`config.mk`:
```
export PLATFORM = sky130hd
export DESIGN_NAME = dom_and_stream
export DESIGN_NICKNAME = d
export VERILOG_FILES = /design/src/rtl/masking_pkg.sv /design/src/rtl/dom_and_stage.sv /design/src/rtl/dom_and_stream.sv
export SDC_FILE = /design/constraint.sdc
export NUM_CORES = 1
export LEC_CHECK = 0
export ABC_AREA = 1
export CORE_ASPECT_RATIO = 1.5
export CORE_MARGIN = 1
export CORE_UTILIZATION = 36
export DETAILED_ROUTE_END_ITERATION = 7
export GPL_TIMING_DRIVEN = 0
export SETUP_SLACK_MARGIN = 0.5
export SYNTH_ARGS = -nofsm -noshare
export SYNTH_HDL_FRONTEND = slang
export SYNTH_SLANG_ARGS = --single-unit
```
`constraint.sdc`:
```
create_clock -name clk -period 1.4 [get_ports clk]
set_input_delay 0.28 -clock clk [delete_from_list [all_inputs] [get_ports clk]]
set_output_delay 0.28 -clock clk [all_outputs]
set_load 0.05 [all_outputs]
```
`src/rtl/masking_pkg.sv`:
```
// Shared masking helpers: randomness indexing, share slicing, per-gadget random word count.
// Latency: n/a (elaboration-time functions only).
// Backpressure: n/a.
package masking_pkg;

  // Number of fresh random words a DOM AND gadget with d shares needs.
  function automatic int num_rand(input int d);
    return d * (d - 1) / 2;
  endfunction

  // Random word index for the share pair {i,j} with j < i.
  // Every masked gadget must use this so the randomness layout is identical.
  function automatic int rand_idx(input int i, input int j);
    return j + i * (i - 1) / 2;
  endfunction

  // LSB position of share s on a bus of w-bit shares.
  function automatic int share_lsb(input int s, input int w);
    return s * w;
  endfunction

endpackage

```
`src/rtl/dom_and_stage.sv`:
```
// Stateless DOM AND product array: all D*D cross-domain terms, refreshed where i != j.
// Latency: combinational.
// Backpressure: none; the caller gates the registers that capture the products.
module dom_and_stage
  import masking_pkg::*;
#(
  parameter int D = 2,
  parameter int W = 1,
  parameter int Z = num_rand(D)
) (
  input  logic [D*W-1:0]   a,
  input  logic [D*W-1:0]   b,
  input  logic [Z*W-1:0]   rdi,
  output logic [D*D*W-1:0] p
);

  logic [W-1:0] term;

  // Term (i,j) lands at slot i*D+j; the inner-domain terms stay unrefreshed.
  always_comb begin
    p    = '0;
    term = '0;
    for (int i = 0; i < D; i++) begin
      for (int j = 0; j < D; j++) begin
        term = a[share_lsb(i, W) +: W] & b[share_lsb(j, W) +: W];
        if (i > j) begin
          term = term ^ rdi[share_lsb(rand_idx(i, j), W) +: W];
        end else if (i < j) begin
          term = term ^ rdi[share_lsb(rand_idx(j, i), W) +: W];
        end
        p[share_lsb(i * D + j, W) +: W] = term;
      end
    end
  end

endmodule

```
`src/rtl/dom_and_stream.sv`:
```
// Streaming DOM AND gadget with operand/randomness handshake and starvation counter (option: DOM_AND_OUTREG_EN).
// Latency: 1 cycle accept-to-out_valid_o, 2 cycles with DOM_AND_OUTREG_EN.
// Backpressure: stalls hold all registers (no product re-evaluation); randomness is consumed only together with operands.
module dom_and_stream
  import masking_pkg::*;
#(
  parameter int D  = 2,
  parameter int W  = 1,
  parameter int Z  = num_rand(D),
  parameter int CW = 16
) (
  input  logic          clk,
  input  logic          rst_n,
  input  logic [D*W-1:0] a_i,
  input  logic [D*W-1:0] b_i,
  input  logic          in_valid_i,
  output logic          in_ready_o,
  input  logic [Z*W-1:0] rdi_i,
  input  logic          rdi_valid_i,
  output logic          rdi_ready_o,
  output logic [D*W-1:0] c_o,
  output logic          out_valid_o,
  input  logic          out_ready_i,
  input  logic          flush_i,
  output logic [CW-1:0] starve_cnt_o
);

  localparam int PW = D * D * W;

  logic [PW-1:0]  p_d;
  logic [PW-1:0]  p_q;
  logic           s1_valid;
  logic [D*W-1:0] c_s1;
  logic           adv;
  logic           acc;
  logic           starve;
  logic [CW-1:0]  starve_cnt;

  dom_and_stage #(
    .D (D),
    .W (W),
    .Z (Z)
  ) u_stage (
    .a   (a_i),
    .b   (b_i),
    .rdi (rdi_i),
    .p   (p_d)
  );

  assign in_ready_o  = !s1_valid | adv;
  assign acc         = in_valid_i & rdi_valid_i & in_ready_o & !flush_i;
  assign rdi_ready_o = acc;
  assign starve      = in_valid_i & !rdi_valid_i & in_ready_o;

  // S1 product registers load only on accept, so they never toggle while stalled or idle.
  always_ff @(posedge clk or negedge rst_n) begin
    if (!rst_n) begin
      p_q <= '0;
    end else if (acc) begin
      p_q <= p_d;
    end
  end

  // S1 valid: flush wins, then a new accept, then a drain empties the stage.
  always_ff @(posedge clk or negedge rst_n) begin
    if (!rst_n) begin
      s1_valid <= 1'b0;
    end else if (flush_i) begin
      s1_valid <= 1'b0;
    end else if (acc) begin
      s1_valid <= 1'b1;
    end else if (adv) begin
      s1_valid <= 1'b0;
    end
  end

  // Share compression straight from the registered terms.
  always_comb begin
    c_s1 = '0;
    for (int i = 0; i < D; i++) begin
      for (int j = 0; j < D; j++) begin
        c_s1[share_lsb(i, W) +: W] = c_s1[share_lsb(i, W) +: W] ^ p_q[share_lsb(i * D + j, W) +: W];
      end
    end
  end

`ifdef DOM_AND_OUTREG_EN
  logic           s2_valid;
  logic [D*W-1:0] c_q;

  assign adv         = !s2_valid | out_ready_i;
  assign c_o         = c_q;
  assign out_valid_o = s2_valid;

  // S2 valid follows S1 whenever S2 can advance; flush empties it.
  always_ff @(posedge clk or negedge rst_n) begin
    if (!rst_n) begin
      s2_valid <= 1'b0;
    end else if (flush_i) begin
      s2_valid <= 1'b0;
    end else if (adv) begin
      s2_valid <= s1_valid;
    end
  end

  // S2 data loads only when a real S1 result moves up, keeping c_o flop-driven and quiet.
  always_ff @(posedge clk or negedge rst_n) begin
    if (!rst_n) begin
      c_q <= '0;
    end else if (adv && s1_valid && !flush_i) begin
      c_q <= c_s1;
    end
  end
`else
  assign adv         = out_ready_i;
  assign c_o         = c_s1;
  assign out_valid_o = s1_valid;
`endif

  // Saturating count of cycles where operands wait on randomness.
  always_ff @(posedge clk or negedge rst_n) begin
    if (!rst_n) begin
      starve_cnt <= '0;
    end else if (starve && (starve_cnt != {CW{1'b1}})) begin
      starve_cnt <= starve_cnt + {{(CW-1){1'b0}}, 1'b1};
    end
  end

  assign starve_cnt_o = starve_cnt;

endmodule

```
# ---- Yosys cells after proc, flatten, opt, wreduce, memory -nomap -nowiden
# Cells that the tools add are included.
dict set report op_classes {
  addsub 1
  n_eq_ne 1
  n_mux 3
  bitwise_logic 14
  reduce_logical 5
}
# op n
set op_table {}
lappend op_table {{$add A16 B1 Y16 const B} 1}
lappend op_table {{$ne A16 B16 Y1 const B} 1}
lappend op_table {{$and A1 B1 Y1} 9}
lappend op_table {{$xor A1 B1 Y1} 4}
lappend op_table {{$logic_not A1 Y1} 3}
lappend op_table {{$mux W1} 3}
lappend op_table {{$reduce_bool A3 Y1} 1}
lappend op_table {{$logic_and A1 B1 Y1} 1}
lappend op_table {{$or A1 B1 Y1} 1}
dict set report totals {
  reg_bits 21
  inputBits 11
  output_inout_bits 21
  elab_cells 27
}

# ---- Depth between registers and ports, before layout
dict set report logic_depth {
  ltp_word 6
  ltp_mapped 9
  depth_no_buf 9
}

# ---- Modules after synthesis
# A second synthesis with hierarchy kept.
dict set report hier_totals {
  cells_unflattened 194
  area_unflattened_um2 1321.3
}
# module n_inst cells_each area_per_inst_um2 seq_area_each_um2
set modules_own_cells {}
lappend modules_own_cells {dom_and_stream 1 180 1262.5 525.5}
lappend modules_own_cells {dom_and_stage 1 14 58.8 0.0}

# ---- Worst setup path before layout
# Ideal clock, no wire load.
dict set report synth_timing {
  kind {register to register}
  startpoint {register s1_valid (netlist: out_valid_o)}
  endpoint {register p_q[0]}
  setup_ps 170
  t_arrival_ps 1677
  required_ps 1230
  slack_ps -447
  path_stages_with_launch 5
  path_buffers 0
  period_less_slack_ps 1847
  path_cell_list {dfrtp_1 inv_1 nor2_1 nor3_2 o21ai_0}
}
dict set report synth_between {
  elab_chain_cells 4
}
# element line_no
set synth_lines {}
lappend synth_lines {{start, declared} dom_and_stream.sv:32} ;# logic s1_valid;
lappend synth_lines {{start signal, assigned} dom_and_stream.sv:67} ;# s1_valid <= 1'b0;
lappend synth_lines {{start signal, assigned} dom_and_stream.sv:69} ;# s1_valid <= 1'b0;
lappend synth_lines {{start signal, assigned} dom_and_stream.sv:71} ;# s1_valid <= 1'b1;
lappend synth_lines {{$logic_not A1 Y1} dom_and_stream.sv:50} ;# assign in_ready_o = !s1_valid | adv;
lappend synth_lines {{$or A1 B1 Y1} dom_and_stream.sv:50}
lappend synth_lines {{$and A1 B1 Y1 (2 in series)} dom_and_stream.sv:51} ;# assign acc = in_valid_i & rdi_valid_i & in_ready_o & !flush_i;
lappend synth_lines {{net rdi_ready_o} dom_and_stream.sv:20} ;# output logic rdi_ready_o,
lappend synth_lines {{end signal, assigned} dom_and_stream.sv:60} ;# p_q <= p_d;
lappend synth_lines {{end, declared} dom_and_stream.sv:31} ;# logic [PW-1:0] p_q;
# The timed path passes the listed nets, and every way through them passes these cells.
# A chain may end at the register's enable or synchronous reset.

# ---- Worst setup path in the final report
dict set report layout_timing {
  startpoint {register starve_cnt[0] (netlist: starve_cnt_o[0])}
  endpoint {register starve_cnt[10] (netlist: starve_cnt_o[10])}
}
dict set report layout_between {
  elab_chain_cells 2
  word_cells_on_any_way 3
  classes_between {1 x add/sub; 1 x eq/ne; 1 x reduce/logical}
}
# element line_no
set layout_lines {}
lappend layout_lines {{start, declared} dom_and_stream.sv:37} ;# logic [CW-1:0] starve_cnt;
lappend layout_lines {{start signal, assigned} dom_and_stream.sv:125} ;# starve_cnt <= starve_cnt + {{(CW-1){1'b0}}, 1'b1};
lappend layout_lines {{branches (longest 2 deep; another with $add A16 B1 Y16)} -}
# Parallel ways; which one is timed is not known.

==> results_dict.tcl <==
set metrics [dict create \
    die-area_um2 3940 \
    status "finished with violations" \
    worstPathRequired_ps 1560 \
    cp-end-kind "flop" \
    ctsRootBufferMaster "clkbuf_8" \
    ys_ff_latch 21 \
    grt_antenna_before_repair 0 \
    avgViaCountPerCell 4.96 \
    skew_ps 3.92 \
    grt_usage_pct 21.2 \
    met1_usage_pct 24.4 \
    io_pins 32 \
    netlist_instances 182 \
    start_util_pct 38.5 \
    hold_viol_final 0 \
    busiest_layer "met2" \
    diodes 0 \
    path_buf_inv 3 \
    overflow 0 \
    grt_max_degree 22 \
    hold_buffers 0 \
    placementRows 26 \
    grt_first_pass_wirelength_um 6370 \
    total_power_uw 2780 \
    crit_cells 9 \
    synth_top_area_share_pct 39.6 \
    rsz0062_at_grt "yes" \
    critical_path_class "flop to flop" \
    use_met2_pct 38.8 \
    fmax_mhz 689 \
    crit_family "flip-flops" \
    path_common_cell "nor2_4" \
    final_net_count 261 \
    power.density_nw_per_um2 1190 \
    min-delay-path-class "input port to asynchronous set/reset pin" \
    crit_path_top_delay_cell "dfrtp_2" \
    worst_pin_slew_ps 556 \
    cts_buffer_depth 2 \
    drt_wl_total_um 3980 \
    ant_nets 0 \
    cap_violations 0 \
    clkTransAtPathRegs_ps 80 \
    violations "setup timing" \
    period_share_pct 104 \
    cp_data_arrival_time_ps 1610 \
    crit_chain "ha_4 -> nand3_4 -> inv_4 -> nand2_4 -> nor2_4 -> nor2_4 -> buf_12 -> buf_16 -> o21ai_2" \
    hold_ws_ps 88.1 \
    wire_per_inst_um 13.7 \
    layout_commonest_cell "nand2_1" \
    gp_congestion 0.775 \
    syn-num-nets 194 \
    power_leakage_uw 0.00102 \
    ir_worst_vdd_uv 1350 \
    grt_pass1_vias 1428 \
    die_width_um 51.6 \
    reg2reg_depth 9 \
    synth.avg_cell_area_um2 7.29 \
    yosysTopAreaCell "dfrtp_1" \
    fillCellCount 295 \
    clkSinkCount 21 \
    syn_to_final_growth_pct 75.9 \
    maxSlewViolCount 0 \
    portBuffers 31 \
    combPwrFrac_pct 51.9 \
    drive_gt1_share_pct 52.4 \
    min_period_ps 1450 \
    final_area_um2 2330 \
    p_int_uw 1580 \
    dpl_cell_area_um2 1790 \
    seqPwrFrac_pct 33.1 \
    fp.dieH_um 76.3 \
    dp_hpwl_um 2470 \
    relSlewSlack_pct 62.9 \
    fin_setup_tns_ps -600 \
    netSwitchingPower_uw 1200 \
    synth.area.top_cells "dfrtp_1, nand2_1, inv_1" \
    fp.coreArea_um2 3450 \
    critPathMaxStageDelay_ps 440 \
    p_sw_share_pct 43.2 \
    yosysSeqAreaShare_pct 39.6 \
    worst_slack_ps -52.4 \
    h-tree-depth 1 \
    drt_iter0_markers 43 \
    final_util_pct 67.7 \
    synth_warnings 0 \
    cts_buffers 3 \
    clock_latency_ps 260 \
    setup.worst_path.start_class "flop" \
    syn_area_um2 1330 \
    setup_viol 14 \
    mostFrequentLayoutCells "nand2_1, buf_6, inv_1" \
    cts_tree "done" \
    num_vias 1438 \
    synth_cell_types 22 \
    crit_fanout 5 \
    gr-usage-met3_pct 2.79 \
    pwr-share-clk_pct 15.0 \
    firstDrtPassIters 4 \
    drcViolationCount 0 \
]
[cells in the mapped netlist, drive strengths merged]
library cell  number
nand2             71
inv               24
dfrtp             21
nor2              20
o21ai             15
nand3             10
xor2               6
nand4              5
xnor2              3
buf                2
nor3               2
a21oi              1
ha                 1
nand3b             1
[layout make-up]
cell class	count	area, um^2	share of cell area, %
clock buffer	3	41.3	1.77
clock inverter	1	5.00	0.214
tap	42	52.6	2.25
inverter	24	92.6	3.97
buffer	2	26.3	1.13
timing repair buffer	62	699	30.0
sequential	21	551	23.6
multi-input combinational	135	866	37.1
[cell families after synthesis]
logic type	after synthesis	share of synthesized area, %
adder cells (fa/ha/maj)	1	0.943
flip-flops	21	39.6
AO/OA/AOI/OAI	16	7.74
XOR/XNOR	9	5.94
buffers and inverters	26	8.49
AND/OR/NAND/NOR	109	37.3
[metal layers]
metal | vias to the layer above | share of wire (%)
li1 | 699 | -
met1 | 689 | 38
met2 | 40 | 56
met3 | 10 | 4.2
met4 | 0 | 1.8
met5 | - | 0
[power groups by stage]
stage | logic (uW) | registers [uW] | clock network (uW)
final | 1440 | 918 | 417
after global routing | 1520 | 935 | 458
after CTS | 1340 | 906 | 422
after detailed placement | 1050 | 934 | 0
after global placement | 1030 | 930 | 0
after floorplan | 413 | 1210 | 0
[state kept, by name, summed over array words and instances (netlist names)]
signal / flops
out_valid_o: 1
p_q: 4
starve_cnt_o: 16
[per-stage QoR]
step,setup WS [ps],std cells
4_1_cts,-79.8,283
3_3_place_gp,-1010,255
5_1_grt,-118,290
6_report,-52.4,290
3_5_place_dp,-1060,255
2_1_floorplan,-127,182
[what timing repair did]
item                                    in CTS  in global routing
buffers inserted                            22                  7
resized for setup                          196                 26
endpoints found under the setup margin      63                 42
gates cloned                                 2                  0
pin swaps                                   19                 15
hold endpoints to repair                     0                  0
[path summary, 6_finish.rpt]
path	from	endpoint	slack (ps)
worst max-delay path	starve_cnt_o[0]	starve_cnt_o[10]	-50
worst min-delay path	rst_n	p_q[1]	90
worst max register to register	starve_cnt_o[0]	starve_cnt_o[10]	-50
worst min register to register	starve_cnt_o[15]	starve_cnt_o[15]	560
max in group asynchronous	rst_n	p_q[2]	910
min in group clk	flush_i	out_valid_o	250
No activity file was read; power rests on OpenSTA's default activity.
